$ cat config.mk
export PLATFORM = sky130hd
export DESIGN_NAME = p1v_reset_seq
export DESIGN_NICKNAME = d
export VERILOG_FILES = /design/src/rtl/p1v_reset_seq.sv
export SDC_FILE = /design/constraint.sdc
export NUM_CORES = 1
export LEC_CHECK = 0
export CORE_MARGIN = 5
export CORE_UTILIZATION = 59
export DETAILED_ROUTE_END_ITERATION = 12
export GPL_ROUTABILITY_DRIVEN = 0
export GPL_TIMING_DRIVEN = 0
export PLACE_DENSITY = 0.87
export SYNTH_ARGS = -nofsm -noshare
export SYNTH_HDL_FRONTEND = slang
export SYNTH_SLANG_ARGS = --single-unit
$ cat constraint.sdc
create_clock -name clock_160 -period 2.8 [get_ports clock_160]
set_input_delay 0.7 -clock clock_160 [delete_from_list [all_inputs] [get_ports clock_160]]
set_output_delay 0.7 -clock clock_160 [all_outputs]
set_load 0.01 [all_outputs]
$ cat src/rtl/p1v_reset_seq.sv
// Reset sequencer for the virtual Propeller core: synchronizes and debounces the
// board reset request, gates it with PLL lock, and drives a glitch-free core reset.
module p1v_reset_seq #(
  parameter int SYNC_STAGES     = 2,
  parameter int DEBOUNCE_CYCLES = 16,
  parameter int HOLD_CYCLES     = 1024
) (
  input  logic       clock_160,
  input  logic       reset,
  input  logic       inp_resn,
  input  logic       pll_locked,
  output logic       resn,
  output logic [1:0] state,
  output logic [7:0] reset_count
);

  localparam int DB_W = (DEBOUNCE_CYCLES > 1) ? $clog2(DEBOUNCE_CYCLES) : 1;
  localparam int HD_W = (HOLD_CYCLES > 1) ? $clog2(HOLD_CYCLES) : 1;
  localparam logic [DB_W-1:0] DB_LAST = DB_W'(DEBOUNCE_CYCLES - 1);
  localparam logic [HD_W-1:0] HD_LAST = HD_W'(HOLD_CYCLES - 1);

  typedef enum logic [1:0] {
    ST_ASSERT = 2'b00,
    ST_WAIT   = 2'b01,
    ST_RUN    = 2'b10
  } state_t;

  logic [SYNC_STAGES-1:0] req_sync;
  logic [SYNC_STAGES-1:0] lock_sync;
  logic                   req_s;
  logic                   lock_s;
  logic                   req_f;
  logic [DB_W-1:0]        db_cnt;
  logic                   good;

  state_t          state_q;
  state_t          state_d;
  logic [HD_W-1:0] hold_q;
  logic [HD_W-1:0] hold_d;
  logic            resn_d;
  logic [7:0]      count_d;

  always_ff @(posedge clock_160) begin
    if (reset) begin
      req_sync  <= '0;
      lock_sync <= '0;
    end else begin
      req_sync  <= {req_sync[SYNC_STAGES-2:0], inp_resn};
      lock_sync <= {lock_sync[SYNC_STAGES-2:0], pll_locked};
    end
  end

  assign req_s  = req_sync[SYNC_STAGES-1];
  assign lock_s = lock_sync[SYNC_STAGES-1];

  // Only the request is debounced; lock loss must take effect immediately.
  always_ff @(posedge clock_160) begin
    if (reset) begin
      req_f  <= 1'b0;
      db_cnt <= '0;
    end else if (req_s == req_f) begin
      db_cnt <= '0;
    end else if (db_cnt == DB_LAST) begin
      req_f  <= req_s;
      db_cnt <= '0;
    end else begin
      db_cnt <= db_cnt + DB_W'(1);
    end
  end

  assign good = req_f & lock_s;

  always_ff @(posedge clock_160) begin
    if (reset) begin
      state_q     <= ST_ASSERT;
      hold_q      <= '0;
      resn        <= 1'b0;
      reset_count <= '0;
    end else begin
      state_q     <= state_d;
      hold_q      <= hold_d;
      resn        <= resn_d;
      reset_count <= count_d;
    end
  end

  always_comb begin
    state_d = state_q;
    hold_d  = hold_q;
    case (state_q)
      ST_ASSERT: begin
        if (good) begin
          state_d = ST_WAIT;
          hold_d  = '0;
        end
      end
      ST_WAIT: begin
        if (!good) begin
          state_d = ST_ASSERT;
          hold_d  = '0;
        end else if (hold_q == HD_LAST) begin
          state_d = ST_RUN;
        end else begin
          hold_d = hold_q + HD_W'(1);
        end
      end
      ST_RUN: begin
        if (!good) state_d = ST_ASSERT;
      end
      default: begin
        state_d = ST_ASSERT;
        hold_d  = '0;
      end
    endcase
  end

  // resn is registered from next-state so it can only change with a state transition.
  always_comb begin
    resn_d  = (state_d == ST_RUN);
    count_d = reset_count;
    if (state_q == ST_RUN && state_d == ST_ASSERT && reset_count != 8'hFF)
      count_d = reset_count + 8'd1;
  end

  assign state = state_q;

endmodule

==> impl_metrics.json <==
{
  "status": "finished, final reports clean",
  "syn_nets": 155,
  "rows": 17,
  "clock-sinks": 30,
  "diodes": 0,
  "reg2reg_from": "hold_q[0]$_SDFFE_PP0P_",
  "r2r-end": "hold_q[9]$_SDFFE_PP0P_",
  "area_delta_synth_final_pct": 15.5,
  "leakage_uw": 0.000571,
  "wire_per_inst_um": 15.1,
  "root_buffer": "clkbuf_4",
  "fin_setup_tns_ps": 0,
  "worstHoldEndpoint": "req_sync[1]$_SDFF_PP0_",
  "route.vias.total": 1245,
  "place_area_mm2": 0.00159,
  "ys_types": 53,
  "path_buf_inv": 2,
  "place_hpwl_mm": 2.19,
  "crit_chain": "clkdlybuf4s50_1 > clkinv_1 > nand2_1 > o22ai_1 > a211o_1",
  "cp_top_family": "buffers and inverters",
  "fin_hold_ws_ps": 446,
  "ys_seq_area_share_pct": 42.4,
  "yosys.area.top_type": "dfxtp_1",
  "grt_use_total_pct": 19.5,
  "drtPass1Iterations": 5,
  "endpoint_kind": "register",
  "slew_headroom_pct": 64.3,
  "power_frac_seq_pct": 63.4,
  "finalInstanceArea_mm2": 0.00164,
  "port_buffers": 14,
  "post-cts-setup-buffers": 0,
  "synth.top_cell.area_share_pct": 42.4,
  "clk_path_buf_depth": 2,
  "ir_worst_vdd_mv": 0.298,
  "timing_hold_violations_final": 0,
  "switchingPower_uw": 148,
  "crit_fanout": 9,
  "finalCritPeriodShare_pct": 81.6,
  "ys_ff_latch": 30,
  "layout_min_cycle_time_ps": 2290,
  "grt_max_degree": 11,
  "initial_utilization_pct": 62.9,
  "cts.clk_slew.worst_paths_ps": 90,
  "postCtsHoldBufs": 0,
  "multi_input_area_um2": 795,
  "switching_share_pct": 21.8,
  "regArea_um2": 601,
  "n_fill_cell": 180,
  "worst_slew_pin_slew_ps": 534,
  "rr_worst_depth": 5,
  "netlist_top_cells_area": "dfxtp_1, nor2b_1, nand2_1",
  "max_clock_freq_ghz": 0.437,
  "core_area_mm2": 0.00225,
  "synth-edff-count": 0,
  "finalCoreUtilization_pct": 72.6,
  "cts_tree": "yes",
  "drc": 0,
  "setup_violations": 0,
  "yosysMostFrequentCell": "dfxtp_1",
  "die_area_mm2": 0.00348,
  "cts_resized": 0,
  "overflow": 0,
  "r2r_setup_slack_ps": 890,
  "synth_ff_type": "dfxtp_1",
  "async_reset_ff_share_pct": 0,
  "critPathLaunchType": "input pin",
  "min_from": "req_sync[0]$_SDFF_PP0_",
  "dieHeight_um": 59.0,
  "p_clk_share_pct": 33.7,
  "finClkSkew_ps": 7.59,
  "p_comb_share_pct": 2.9,
  "cp_slowest_stage_delay_ps": 590,
  "syn_area_per_cell_um2": 9.58,
  "maxCapViolCount": 0,
  "htreeDepth": 2,
  "worstHoldPathCells": 1,
  "slowest_stage": "clkdlybuf4s50_1",
  "nets": 176,
  "grt_pass1_vias": 1096,
  "grt_setup_unrepaired": "false",
  "worstHoldPathType": "reg2reg",
  "power_uw": 680,
  "cts-buffers-inserted": 5,
  "ant_nets": 0,
  "wirelength_mm": 2.98,
  "grt_pass1_wl_mm": 5.09,
  "io_pins": 15,
  "ys_top_cells_by_count": "dfxtp_1, nand2_1, nor2_1",
  "path_class": "in2reg",
  "p_int_uw": 532,
  "maxSlewViolCount": 0,
  "avgViaCountPerCell": 6.32,
  "worstSkewPairLatency_ps": 320,
  "dieWidth_um": 59.0,
  "power_density_mw_per_mm2": 415,
  "syn_inst": 148,
  "required_ps": 3020,
  "drt_iter0_drc": 50,
  "syn_area_mm2": 0.00142,
  "antenna_found_initial": 0,
  "drive_gt1_share_pct": 10.7,
  "cp_data_arrival_time_ps": 2500,
  "yosys_warnings": 0
}
## layout make-up
class	count	share of cell area (%)
repair buffers	14	8.56
inverters	3	0.688
multi-input cells	112	48.5
well taps	28	2.14
flip-flops and latches	30	36.7
plain buffers	3	0.688
clock buffers	7	2.75
## power groups by stage
stage	sequential [uW]	combinational [uW]	clock (uW)
after global placement	441	18.7	0
after CTS	431	19.6	238
after global routing	431	21.5	259
after floorplan	440	10.4	0
after detailed placement	441	19.6	0
final	431	19.9	229
## per-layer routing
| layer | GRT usage (%) | up-vias | part of all wire [%] | routed length [um] |
|---|---|---|---|---|
| li1 | - | 609 | - | - |
| met1 | 24.0 | 593 | 44 | 1320 |
| met2 | 30.1 | 36 | 47 | 1400 |
| met3 | 5.45 | 7 | 6.3 | 189 |
| met4 | 12.0 | 0 | 2.5 | 74 |
| met5 | 0 | - | 0 | 0 |
## how the worst max path moves through the flow
stage                           start                     end  slack, ps  depth (start not counted)
2_1_floorplan  hold_q[0]$_SDFFE_PP0P_  hold_q[1]$_SDFFE_PP0P_       1130                          5
3_3_place_gp                    reset  hold_q[9]$_SDFFE_PP0P_        250                          5
3_5_place_dp                    reset  hold_q[9]$_SDFFE_PP0P_        210                          5
4_1_cts                         reset  hold_q[9]$_SDFFE_PP0P_        560                          5
5_1_grt                         reset  hold_q[9]$_SDFFE_PP0P_        460                          5
6_report                        reset  hold_q[9]$_SDFFE_PP0P_        510                          5
## registers in the layout, summed over array words and instances, names as in the netlist
signal,cells
db_cnt,4
hold_q,10
lock_sync,2
req_f,1
req_sync,2
reset_count,8
resn,1
state,2
## through the flow
step	cells	setup WS, ps
2_1_floorplan	148	1130
3_3_place_gp	190	246
3_5_place_dp	190	212
4_1_cts	197	564
5_1_grt	197	464
6_report	197	514
## placed cells by master, fill, tap and decap left out, types with 2 or more instances in the layout
master,Yosys,routed
nor2_1,9,9
a21oi_1,6,6
a211oi_1,3,3
a211o_1,2,2
o2bb2ai_1,2,2
clkdlybuf4s50_1,0,14
clkbuf_1,2,4
a31o_1,2,2
nor2b_1,7,7
inv_1,2,2
nand4_2,2,2
nor3_1,8,8
or3_1,2,2
mux2i_1,2,2
and3_1,3,3
mux2_2,2,2
a211oi_2,2,2
clkbuf_4,0,5
xor2_1,2,2
o21ai_0,4,4
and4_2,2,2
nand4_1,2,2
nor4b_1,2,2
a31oi_1,2,2
xnor2_1,3,3
ha_1,3,3
nand2_1,11,11
dfxtp_1,30,30
nand3_1,5,5
## logic make-up (layout without fill, tap and decap cells)
| kind of cell | Yosys count | in the layout | share of synthesized area (%) |
|---|---|---|---|
| adder cells (fa/ha/maj) | 3 | 3 | 2.65 |
| XOR/XNOR | 5 | 5 | 3.09 |
| AND/OR/NAND/NOR | 63 | 63 | 26.3 |
| flip-flops | 30 | 30 | 42.4 |
| AO/OA/AOI/OAI | 37 | 37 | 21.0 |
| multiplexers | 4 | 4 | 3.00 |
| buffers and inverters | 6 | 27 | 1.59 |
(Power assumes the default switching activity.)
